`src/rtl/change_dispenser.sv`:
```
// Job queue plus motor/ejector pulse sequencer downstream of the coin FSM.
// Optional DISPENSE_COUNT_EN adds a saturating count of ejected nickels (o_nickle_total).
module change_dispenser #(
   parameter int unsigned PULSE_CYCLES = 4,
   parameter int unsigned GAP_CYCLES   = 2,
   parameter int unsigned SODA_CYCLES  = 8,
   parameter int unsigned FIFO_DEPTH   = 4
) (
   input  logic       i_clk,
   input  logic       i_rst,
   input  logic       i_soda,
   input  logic [2:0] i_change,
   output logic       o_soda_motor,
   output logic       o_nickle_eject,
   output logic       o_busy,
   output logic       o_full,
   output logic       o_overflow
`ifdef DISPENSE_COUNT_EN
   ,
   output logic [7:0] o_nickle_total
`endif
);

   localparam int unsigned AW    = $clog2(FIFO_DEPTH);
   localparam int unsigned CW    = AW + 1;
   localparam int unsigned TMAX0 = (PULSE_CYCLES > GAP_CYCLES) ? PULSE_CYCLES : GAP_CYCLES;
   localparam int unsigned TMAX  = (TMAX0 > SODA_CYCLES) ? TMAX0 : SODA_CYCLES;
   // Timer holds phase length minus one, so clog2(TMAX) bits are enough.
   localparam int unsigned TW    = (TMAX > 1) ? $clog2(TMAX) : 1;

   typedef enum logic [1:0] {
      StIdle,
      StSoda,
      StEject,
      StGap
   } state_e;

   state_e          state_q, state_d;
   logic [TW-1:0]   timer_q, timer_d;
   logic [2:0]      nick_q, nick_d;
   logic [AW-1:0]   rptr_q, rptr_d;
   logic [AW-1:0]   wptr_q, wptr_d;
   logic [CW-1:0]   count_q, count_d;
   logic [3:0]      mem_q [FIFO_DEPTH];
   logic [3:0]      mem_d [FIFO_DEPTH];
   logic            motor_q, motor_d;
   logic            eject_q, eject_d;
   logic            busy_q, busy_d;
   logic            full_q, full_d;
   logic            ovf_q, ovf_d;

   logic            push;
   logic            push_ok;
   logic            pop;
   logic            full_now;
   logic [3:0]      head;

   assign push     = i_soda | (i_change != 3'd0);
   assign full_now = (count_q == CW'(FIFO_DEPTH));
   // A pop on the same edge frees the slot, so a push into a full queue still lands.
   assign push_ok  = push & (~full_now | pop);
   assign head     = mem_q[rptr_q];

   // Queue bookkeeping.
   always_comb begin
      rptr_d  = rptr_q;
      wptr_d  = wptr_q;
      count_d = count_q;
      ovf_d   = ovf_q | (push & ~push_ok);
      for (int i = 0; i < int'(FIFO_DEPTH); i++) begin
         mem_d[i] = mem_q[i];
      end
      if (push_ok) begin
         mem_d[wptr_q] = {i_soda, i_change};
         wptr_d        = wptr_q + AW'(1);
      end
      if (pop) begin
         rptr_d = rptr_q + AW'(1);
      end
      unique case ({push_ok, pop})
         2'b10:   count_d = count_q + CW'(1);
         2'b01:   count_d = count_q - CW'(1);
         default: count_d = count_q;
      endcase
   end

   // Sequencer: a pop only happens from IDLE with a non-empty queue, so there is no bypass.
   always_comb begin
      state_d = state_q;
      timer_d = timer_q;
      nick_d  = nick_q;
      pop     = 1'b0;
      unique case (state_q)
         StIdle: begin
            if (count_q != '0) begin
               pop    = 1'b1;
               nick_d = head[2:0];
               if (head[3]) begin
                  state_d = StSoda;
                  timer_d = TW'(SODA_CYCLES - 1);
               end else if (head[2:0] != 3'd0) begin
                  state_d = StEject;
                  timer_d = TW'(PULSE_CYCLES - 1);
               end
            end
         end
         StSoda: begin
            if (timer_q == '0) begin
               if (nick_q != 3'd0) begin
                  state_d = StEject;
                  timer_d = TW'(PULSE_CYCLES - 1);
               end else begin
                  state_d = StIdle;
               end
            end else begin
               timer_d = timer_q - 1'b1;
            end
         end
         StEject: begin
            if (timer_q == '0) begin
               nick_d  = nick_q - 3'd1;
               state_d = StGap;
               timer_d = TW'(GAP_CYCLES - 1);
            end else begin
               timer_d = timer_q - 1'b1;
            end
         end
         StGap: begin
            if (timer_q == '0) begin
               if (nick_q != 3'd0) begin
                  state_d = StEject;
                  timer_d = TW'(PULSE_CYCLES - 1);
               end else begin
                  state_d = StIdle;
               end
            end else begin
               timer_d = timer_q - 1'b1;
            end
         end
         default: state_d = StIdle;
      endcase
   end

   // Outputs are registered from the next state so a drive rises on the edge its phase starts.
   always_comb begin
      motor_d = (state_d == StSoda);
      eject_d = (state_d == StEject);
      busy_d  = (state_d != StIdle) || (count_d != '0);
      full_d  = (count_d == CW'(FIFO_DEPTH));
   end

   always_ff @(posedge i_clk or posedge i_rst) begin
      if (i_rst) begin
         state_q <= StIdle;
         timer_q <= '0;
         nick_q  <= '0;
         rptr_q  <= '0;
         wptr_q  <= '0;
         count_q <= '0;
         motor_q <= 1'b0;
         eject_q <= 1'b0;
         busy_q  <= 1'b0;
         full_q  <= 1'b0;
         ovf_q   <= 1'b0;
         for (int i = 0; i < int'(FIFO_DEPTH); i++) begin
            mem_q[i] <= '0;
         end
      end else begin
         state_q <= state_d;
         timer_q <= timer_d;
         nick_q  <= nick_d;
         rptr_q  <= rptr_d;
         wptr_q  <= wptr_d;
         count_q <= count_d;
         motor_q <= motor_d;
         eject_q <= eject_d;
         busy_q  <= busy_d;
         full_q  <= full_d;
         ovf_q   <= ovf_d;
         for (int i = 0; i < int'(FIFO_DEPTH); i++) begin
            mem_q[i] <= mem_d[i];
         end
      end
   end

   assign o_soda_motor   = motor_q;
   assign o_nickle_eject = eject_q;
   assign o_busy         = busy_q;
   assign o_full         = full_q;
   assign o_overflow     = ovf_q;

`ifdef DISPENSE_COUNT_EN
   logic [7:0] total_q, total_d;

   always_comb begin
      total_d = total_q;
      if ((state_q == StEject) && (timer_q == '0) && (total_q != 8'hFF)) begin
         total_d = total_q + 8'd1;
      end
   end

   always_ff @(posedge i_clk or posedge i_rst) begin
      if (i_rst) begin
         total_q <= '0;
      end else begin
         total_q <= total_d;
      end
   end

   assign o_nickle_total = total_q;
`endif

endmodule

```
`config.mk`:
```
export PLATFORM = sky130hd
export DESIGN_NAME = change_dispenser
export DESIGN_NICKNAME = d
export VERILOG_FILES = /design/src/rtl/change_dispenser.sv
export SDC_FILE = /design/constraint.sdc
export NUM_CORES = 1
export LEC_CHECK = 0
export CAP_MARGIN = 20
export CORE_UTILIZATION = 58
export CTS_CLUSTER_DIAMETER = 30
export DETAILED_ROUTE_END_ITERATION = 8
export HOLD_SLACK_MARGIN = 0.1
export PLACE_DENSITY = 0.78
export SLEW_MARGIN = 15
export SYNTH_ARGS = -nofsm -noshare
export SYNTH_HDL_FRONTEND = slang
export SYNTH_SLANG_ARGS = --single-unit
```
`constraint.sdc`:
```
create_clock -name i_clk -period 3.3 [get_ports i_clk]
set_clock_uncertainty 0.15 [all_clocks]
set_input_delay 0.495 -clock i_clk [delete_from_list [all_inputs] [get_ports i_clk]]
set_output_delay 0.495 -clock i_clk [all_outputs]
set_load 0.005 [all_outputs]
```
==> results.sh, run 1 <==
export IMPL_vdd_drop_max_v=0.000646
export IMPL_cp_data_arrival_time_ns=3.03
export IMPL_endpoint_kind="flop"
export IMPL_coreArea_sq_um=2850
export IMPL_fillers=207
export IMPL_worst_pin_slew_ns=0.698
export IMPL_final_util=0.711
export IMPL_synth_yosys_seq_area_share=0.501
export IMPL_period_minus_slack_ns=2.94
export IMPL_cts_tree="done"
export IMPL_grt_max_degree=37
export IMPL_dieArea_sq_um=3320
export IMPL_drt_wl_total_um=3560
export IMPL_yosysTopAreaCellShare=0.501
export IMPL_total_power_mw=2.02
export IMPL_portBuffers=10
export IMPL_final_cells=203
export IMPL_p_leak_nw=0.890
export IMPL_drtPass1Iterations=4
export IMPL_period_share=0.892
export IMPL_post_route_drc_count=0
export IMPL_vias_per_cell=5.99
export IMPL_hold_ws_ns=0.345
export IMPL_fin_tns_setup_ns=0
export IMPL_dp_cells=195
export IMPL_yosys_area_share_xor_xnor=0.0244
export IMPL_initial_core_util=0.630
export IMPL_hold_violations=0
export IMPL_min_path_cells=1
export IMPL_num_antenna_cells=0
export IMPL_fmax_mhz=340
export IMPL_min_to="o_overflow"
export IMPL_slew_headroom=0.535
export IMPL_path_clk_slew_ns=0.11
export IMPL_hold_path_class="flop to flop"
export IMPL_ys_ff_latch=36
export IMPL_worstPathRequired_ns=3.39
export IMPL_synth_ff_type="dfrtp_1"
export IMPL_area_growth_pct=12.9
export IMPL_finalWorstSetupSlack_ns=0.356
export IMPL_ys_warn_count=0
export IMPL_cts_sinks=36
export IMPL_dpl_instance_area_sq_um=1950
export IMPL_cts_root_buffer="clkbuf_4"
export IMPL_p_per_area_nw_per_um2=998
export IMPL_grt_pass1_vias=1269
export IMPL_max_cap_violations=0
export IMPL_vias=1215
export IMPL_crit_fanout=7
export IMPL_num_rows=19
export IMPL_drv_slew=0
export IMPL_synth_area_sq_um=1800
export IMPL_clock_latency_ns=0.35
export IMPL_ant_nets=0
export IMPL_cts_resized=0
export IMPL_reg2reg_depth=8
export IMPL_overflow=0
export IMPL_worstSetupStartpoint="state_q[1]"
export IMPL_pre_cts_slack_ns=0.0508
export IMPL_synth_top_family_by_area="multiplexers"
export IMPL_synth_edf_count=0
export IMPL_status="completed"
export IMPL_drive_above_1_share=0.209
export IMPL_yosys_area_top_type="dfrtp_1"
export IMPL_cts_inserted_buffers=5
export IMPL_ys_types=42
export IMPL_rr_startpoint="state_q[1]"
export IMPL_grt_pass1_wl_um=6120
export IMPL_synth_compound_area_frac=0.104
export IMPL_worstSetupStartpointType="flop"
export IMPL_die_height_um=57.7
export IMPL_finalNetCount=184
export IMPL_ios=11
export IMPL_htreeDepth=2
export IMPL_antenna_found_initial=0
export IMPL_syn_area_per_cell_sq_um=11.7
export IMPL_postSynthCellCount=153
export IMPL_cts_buffer_depth=2
export IMPL_die_w_um=57.7
export IMPL_yosys_top_cells_area="dfrtp_1 50%, mux2_2 10%, ha_1 4.2%"
export IMPL_post_drt_wl_per_cell_um=17.5
export IMPL_async_flop_share=1.00
export IMPL_post_cts_buffers=0
export IMPL_setup_viol=0
export IMPL_grt_util_all_layers=0.256
export IMPL_syn_nets=166
export IMPL_synthMuxAreaShare=0.160
export IMPL_min_from="o_overflow"
export IMPL_finalInstanceArea_sq_um=2030
export IMPL_synthAdderAreaFrac=0.0529
export IMPL_r2r_setup_slack_ns=0.36
export IMPL_rsz0062_at_grt="false"
export IMPL_hpwl_um=2570
export IMPL_drtIter0Drc=47
export IMPL_yosys_area_share_simple=0.123
export IMPL_gp_congestion=0.862
export IMPL_r2r_end="o_busy"
export IMPL_critPathKind="flop to flop"
export IMPL_holdBufCountCts=0
synthesized netlist by cell type, drive strengths merged (3+ instances only):
master  instances
buf             3
nor3            4
o21ai           6
mux2           16
mux4            4
nor2           11
xnor2           4
ha              6
or3             4
nand2          12
dfrtp          36
a21oi           5
inv            10
final cells by class:
class | count | area, sq um | share of cell area
multi-input combinational | 103 | 833 | 0.411
sequential | 36 | 901 | 0.444
tap | 31 | 38.8 | 0.0191
inverter | 10 | 37.5 | 0.0185
clock inverter | 3 | 42.5 | 0.0210
clock buffer | 5 | 37.5 | 0.0185
timing repair buffer | 15 | 138 | 0.0679
power breakdown:
group	internal (mW)	switching, mW	leakage (nW)
clock	0.158	0.154	0.0412
combinational	0.454	0.433	0.429
sequential	0.649	0.176	0.420
worst max path at each step:
stage                     slack [ns]     end
after floorplan                 0.28  o_busy
after global placement          0.12  o_busy
after detailed placement        0.05  o_busy
after CTS                       0.38  o_busy
after global routing            0.23  o_busy
final                           0.36  o_busy
sequential cells by signal (all words and copies together) (netlist names), 2 cells and up:
name	count
state_q	2
rptr_q	2
count_q	3
mem_q	16
wptr_q	2
nick_q	3
timer_q	3
logic make-up (layout without fill, tap and decap cells):
family | Yosys count | after routing
compound gates | 27 | 27
mux | 21 | 21
simple gates | 43 | 43
flops | 36 | 36
xor+xnor | 5 | 5
buf+inv | 14 | 33
fa+ha+maj | 7 | 7
routing by layer:
metal	GRT usage	vias to the layer above	wire [um]
met1	0.336	601	1620
li1	-	580	-
met5	0	-	0
met2	0.420	27	1750
met4	0.112	0	62
met3	0.0491	7	127
critical path, stage by stage, from the launching register on:
cell and delay, ns:
dfrtp_1 0.48, or2_2 0.34, nor2_1 0.21, nand2_1 0.12, fa_1 0.43, or3_1 0.43, a32oi_1 0.20, nand2_1 0.10
or3_1 0.37
cell usage in the layout, fill, tap and decap left out, types with 2 or more instances in the layout:
| cell type | n |
|---|---|
| xnor2_1 | 4 |
| a211oi_1 | 2 |
| nand3_1 | 2 |
| nor3_1 | 4 |
| o21ai_0 | 6 |
| ha_1 | 6 |
| or3_1 | 4 |
| buf_4 | 5 |
| mux2_2 | 16 |
| nand2b_1 | 2 |
| dfrtp_1 | 36 |
| a21oi_1 | 5 |
| mux4_1 | 2 |
| mux4_2 | 2 |
| nand2_1 | 12 |
| inv_1 | 10 |
| or2_2 | 2 |
| a21o_1 | 2 |
| clkdlybuf4s50_1 | 10 |
| clkbuf_4 | 5 |
| nor2_1 | 11 |
Power figures use the tool's default switching activity.
==> run 2: changes to the inputs <==
--- a/config.mk
+++ b/config.mk
@@ -11,7 +11,7 @@
 export DETAILED_ROUTE_END_ITERATION = 8
 export HOLD_SLACK_MARGIN = 0.1
 export PLACE_DENSITY = 0.78
-export SLEW_MARGIN = 15
+export SLEW_MARGIN = 10
 export SYNTH_ARGS = -nofsm -noshare
 export SYNTH_HDL_FRONTEND = slang
 export SYNTH_SLANG_ARGS = --single-unit
==> results of run 2 <==
No change in the layout: final DEF, timing and power equal those of run 1.
==> run 3: changes to the inputs <==
--- a/config.mk
+++ b/config.mk
@@ -6,6 +6,7 @@
 export NUM_CORES = 1
 export LEC_CHECK = 0
 export CAP_MARGIN = 20
+export CORE_MARGIN = 3
 export CORE_UTILIZATION = 58
 export CTS_CLUSTER_DIAMETER = 30
 export DETAILED_ROUTE_END_ITERATION = 8
==> results.sh, run 3 (synthesized netlist as in run 1, its figures left out) <==
export IMPL_rr_startpoint="state_q[1]"
export IMPL_total_power_mw=1.96
export IMPL_drv_slew=0
export IMPL_grt_util_all_layers=0.216
export IMPL_die_height_um=61.7
export IMPL_hold_violations=0
export IMPL_r2r_setup_slack_ns=0.40
export IMPL_worstSetupStartpointType="input port"
export IMPL_finalWorstSetupSlack_ns=0.381
export IMPL_period_share=0.885
export IMPL_num_rows=19
export IMPL_hold_ws_ns=0.334
export IMPL_worst_pin_slew_ns=0.610
export IMPL_hpwl_um=2490
export IMPL_area_growth_pct=12.0
export IMPL_ios=11
export IMPL_cts_buffer_depth=2
export IMPL_vias=1247
export IMPL_power_frac_seq=0.420
export IMPL_path_clk_slew_ns=0.10
export IMPL_critPathKind="input port to flop"
export IMPL_status="completed"
export IMPL_switchingPower_uw=736
export IMPL_path_cells="clkdlybuf4s50_1, nor4_4, nand2_1, fa_1, or3_1, a32oi_1, nand2_1, or3_1"
export IMPL_power_frac_comb=0.447
export IMPL_min_path_cells=1
export IMPL_coreArea_sq_um=2850
export IMPL_critPathSlowestCell="clkdlybuf4s50_1"
export IMPL_crit_fanout=5
export IMPL_cts_root_buffer="clkbuf_4"
export IMPL_fin_tns_setup_ns=0
export IMPL_endpoint_kind="flop"
export IMPL_cts_inserted_buffers=5
export IMPL_grt_max_degree=37
export IMPL_clock_latency_ns=0.33
export IMPL_register_area_sq_um=901
export IMPL_internal_power_mw=1.22
export IMPL_initial_core_util=0.630
export IMPL_ant_nets=0
export IMPL_largest_register_ff_count=16
export IMPL_multiInputGateArea_sq_um=833
export IMPL_vias_per_cell=6.17
export IMPL_dpl_instance_area_sq_um=1950
export IMPL_vdd_drop_max_v=0.000500
export IMPL_setup_viol=0
export IMPL_grt_pass1_vias=1238
export IMPL_overflow=0
export IMPL_htreeDepth=2
export IMPL_final_cell_mix="36 x dfrtp_1, 16 x mux2_2, 12 x nand2_1"
export IMPL_cts_tree="done"
export IMPL_slew_headroom=0.593
export IMPL_finalNetCount=184
export IMPL_cts_sinks=36
export IMPL_regMostFlops="mem_q"
export IMPL_worstSetupEndpoint="o_busy"
export IMPL_p_per_area_nw_per_um2=973
export IMPL_p_leak_nw=0.886
export IMPL_fmax_mhz=343
export IMPL_die_w_um=61.7
export IMPL_holdBufCountCts=0
export IMPL_period_minus_slack_ns=2.92
export IMPL_power_share_clock=0.134
export IMPL_gp_congestion=0.792
export IMPL_slowest_delay_ns=0.51
export IMPL_post_drt_wl_per_cell_um=16.7
export IMPL_r2r_end="o_busy"
export IMPL_final_common_cell="dfrtp_1"
export IMPL_worstPathRequired_ns=3.37
export IMPL_antenna_found_initial=0
export IMPL_swShare=0.375
export IMPL_drt_wl_total_um=3370
export IMPL_hold_path_class="flop to flop"
export IMPL_drive_above_1_share=0.205
export IMPL_finalInstanceArea_sq_um=2010
export IMPL_grt_pass1_wl_um=5760
export IMPL_cp_data_arrival_time_ns=2.99
export IMPL_dieArea_sq_um=3800
export IMPL_post_cts_buffers=0
export IMPL_drtPass1Iterations=4
export IMPL_max_cap_violations=0
export IMPL_min_from="o_overflow"
export IMPL_num_antenna_cells=0
export IMPL_worstSetupStartpoint="i_change[2]"
export IMPL_post_route_drc_count=0
export IMPL_cts_resized=0
export IMPL_reg2reg_depth=8
export IMPL_portBuffers=10
export IMPL_drtIter0Drc=53
export IMPL_pre_cts_slack_ns=0.0533
export IMPL_fillers=211
export IMPL_rsz0062_at_grt="false"
[run 3: changes by cell type in the layout (fill, tap and decap cells not counted)]
| cell | before | now |
|---|---|---|
| bufinv_16 | 1 | 0 |
| clkbuf_8 | 0 | 2 |
| clkinv_2 | 1 | 0 |
| clkinvlp_4 | 1 | 0 |
[run 3: critical path: cells and delay by family]
kind	cells	cell delay (ns)
and+or+nand+nor	5	1.33
AOI/OAI and AO/OA	1	0.21
adders and majority gates	1	0.44
buffers and inverters	1	0.51
[run 3: stage by stage]
step	std cells	util
after floorplan	153	-
after global placement	195	0.683
after detailed placement	195	0.683
after CTS	202	0.706
after global routing	202	0.706
final	202	0.706
[run 3: final cells by class]
cell class / instances / area share
Sequential cell: 36 / 0.447
Multi-Input combinational cell: 103 / 0.414
Timing Repair Buffer: 15 / 0.0684
Clock buffer: 7 / 0.0323
Tap cell: 31 / 0.0193
Inverter: 10 / 0.0186
[run 3: per-layer routing]
| metal | global-route usage | share of wire | vias up | wire length [um] |
|---|---|---|---|---|
| li1 | - | - | 582 | - |
| met1 | 0.282 | 0.46 | 625 | 1550 |
| met2 | 0.347 | 0.49 | 35 | 1670 |
| met3 | 0.0692 | 0.033 | 5 | 110 |
| met4 | 0.0606 | 0.012 | 0 | 40 |
| met5 | 0 | 0 | - | 0 |
[run 3: power by group through the flow]
stage	Sequential [mW]	Combinational [mW]	Clock, mW
2_1_floorplan	0.748	0.727	0
3_3_place_gp	0.810	0.834	0
3_5_place_dp	0.833	0.869	0
4_1_cts	0.823	0.874	0.266
5_1_grt	0.857	0.973	0.288
6_report	0.822	0.875	0.262
[run 3: worst min-delay path by stage]
stage                       to  slack, ns
floorplan           o_overflow       0.32
global placement    o_overflow       0.31
finish              o_overflow       0.33
detailed placement  o_overflow       0.31
global route        o_overflow       0.35
CTS                 o_overflow       0.34
==> patch: new RTL, settings of run 2 <==
Add a define of `DISPENSE_COUNT_EN`.
--- a/src/rtl/change_dispenser.sv
+++ b/src/rtl/change_dispenser.sv
@@ -1,5 +1,7 @@
 // Job queue plus motor/ejector pulse sequencer downstream of the coin FSM.
 // Optional DISPENSE_COUNT_EN adds a saturating count of ejected nickels (o_nickle_total).
+`define DISPENSE_COUNT_EN
+
 module change_dispenser #(
    parameter int unsigned PULSE_CYCLES = 4,
    parameter int unsigned GAP_CYCLES   = 2,
Check against the original RTL (old outputs only; new: o_nickle_total): equivalent (Yosys induction, for registers that start in step).
==> patch against run 2 <==
Register-to-register slack better by 0.29 ns; design area increased by 25%; first-iteration DRC count rose by 19%; setup slack improved by 0.10 ns; sequential cell count is 8 higher; non-clock buffer count up 6; power is 26% higher; synthesized cell count grew 18%; wire length grew 13%; via count grew 21%; synthesized area up 22%.
==> patch: results (changes against run 2) <==
| Item | Reported | Change |
| --- | --- | --- |
| Run status | complete, no violations | unchanged |
| Post-synth cell types | 48 | was 42 |
| Number of global-route vias before repair | 1573 | was 1269 |
| Start point of the worst hold path | o_overflow | unchanged |
| Worst path slowest cell | clkdlybuf4s50_1 | was dfrtp_1 |
| Diodes inserted | 0 | unchanged |
| Sum of net half-perimeters after detailed placement | 2.94 mm | was 2.57 mm |
| Relative slew slack | 0.582 | was 0.535 |
| Data arrival time of the worst path | 2.88 ns | was 3.03 ns |
| Leading cell types by count after synthesis | dfrtp_1 (44), mux2_2 (17), nand2_1 (13) | was dfrtp_1 (36), mux2_2 (16), nand2_1 (12) |
| Launching instance or port of the critical path | i_change[1] | was state_q[1] |
| Via-per-instance ratio | 5.90 | was 5.99 |
| Cell count after synthesis | 180 | was 153 |
| R2r setup slk | 0.65 ns | was 0.36 ns |
| Worst-case vdd ir drop | 0.000494 V | was 0.000646 V |
| Number of buffers added on ports | 18 | was 10 |
| Fraction of layout instances using a drive strength above 1 | 0.176 | was 0.209 |
| Startpoint of the most critical register-to-register path | count_q[0] | was state_q[1] |
| Cell chosen for the clock root | clkbuf_8 | was clkbuf_4 |
| Worst-path clk slew | 0.08 ns | was 0.11 ns |
| Cells taking the most area after synthesis | dfrtp_1 (50%), mux2_2 (8.8%), ha_1 (4.0%), mux4_1 (3.6%), xnor2_1 (3.2%) | was dfrtp_1 (50%), mux2_2 (10%), ha_1 (4.2%), mux4_1 (2.9%), mux4_2 (2.5%) |
| Layout filler cell count | 255 | was 207 |
| Placed instance area | 2420 um2 | was 1950 um2 |
| Reported leakage power | 1.07 nW | was 0.890 nW |
| Routed wire per std cell | 16.1 um | was 17.5 um |
| Hold slack final | 0.321 ns | was 0.345 ns |
| Overall track demand over capacity in global routing | 0.241 | was 0.256 |
| Pre-CTS WS | 0.259 ns | was 0.0508 ns |
| Pin count of the biggest net entering global routing | 29 | was 37 |
| Post-detailed-routing wire length | 4.03 mm | was 3.56 mm |
| Yosys synthesis warning count | 0 | unchanged |
| Iteration-0 DRC count of the detailed router | 56 | was 47 |
| Logic depth of the worst register-to-register path | 9 | was 8 |
| Critical-path maximum fanout | 6 | was 7 |
| Number of gates resized after CTS | 0 | unchanged |
| Post-CTS setup buffer count | 0 | unchanged |
| Most used flip-flop cell after synthesis | dfrtp_1 | unchanged |
| DP Cell Count | 242 | was 195 |
| Placer's final routability congestion estimate | 0.744 | was 0.862 |
| Sum of negative setup slack | 0 ns | unchanged |
| Flip-flop count of the largest register, all copies and words added | 16 | unchanged |
| Hold Path Depth | 1 | unchanged |
| Clock latency on the worst-skew pair | 0.30 ns | was 0.35 ns |
| Hold EP | o_overflow | unchanged |
| Layout Nets | 217 | was 184 |
| Largest reg by FF count | mem_q | unchanged |
| First-pass GRT wire length | 7.31 mm | was 6.12 mm |
| Synthesized net count | 194 | was 166 |
| Largest stage delay, worst path | 0.52 ns | was 0.48 ns |
| Share of synthesized area occupied by flip-flops and latches | 0.503 | was 0.501 |
==> patch: worst max-delay path by stage <==
stage | end | slack, ns
2_1_floorplan | o_busy | 0.84
3_3_place_gp | o_busy | 0.38
3_5_place_dp | o_busy | 0.26
4_1_cts | o_busy | 0.49
5_1_grt | o_busy | 0.25
6_report | o_busy | 0.46
==> patch: kinds of logic (layout without fill, tap and decap cells) <==
| group | Yosys count | count (layout) | share of synthesized area |
|---|---|---|---|
| AND/OR/NAND/NOR | 50 | 50 | 0.122 |
| flip-flops | 44 | 44 | 0.503 |
| AO/OA/AOI/OAI | 29 | 29 | 0.109 |
| multiplexers | 23 | 23 | 0.143 |
| buffers and inverters | 15 | 39 | 0.0292 |
| XOR/XNOR | 11 | 11 | 0.0441 |
| adder cells (fa/ha/maj) | 8 | 8 | 0.0492 |
==> patch: area by class of cell <==
cell class / instances / area (um2) / area share
Tap cell: 46 / 57.6 / 0.0228
Sequential cell: 44 / 1100 / 0.435
Timing Repair Buffer: 21 / 203 / 0.0802
Clock inverter: 2 / 35.0 / 0.0139
Inverter: 10 / 37.5 / 0.0148
Clock buffer: 6 / 72.6 / 0.0287
Multi-Input combinational cell: 121 / 1020 / 0.404
==> patch: power breakdown <==
| part | switching [mW] | leakage, nW | total [mW] | internal (mW) |
|---|---|---|---|---|
| Sequential | 0.213 | 0.523 | 1.00 | 0.791 |
| Clock | 0.180 | 0.0552 | 0.405 | 0.225 |
| Combinational | 0.544 | 0.493 | 1.13 | 0.588 |
==> patch: metal layers <==
metal | vias to the layer above | GRT usage | wire (um)
li1 | 698 | - | -
met1 | 742 | 0.290 | 1730
met2 | 28 | 0.418 | 2110
met3 | 8 | 0.0507 | 116
met4 | 0 | 0.0966 | 74
met5 | - | 0 | 0
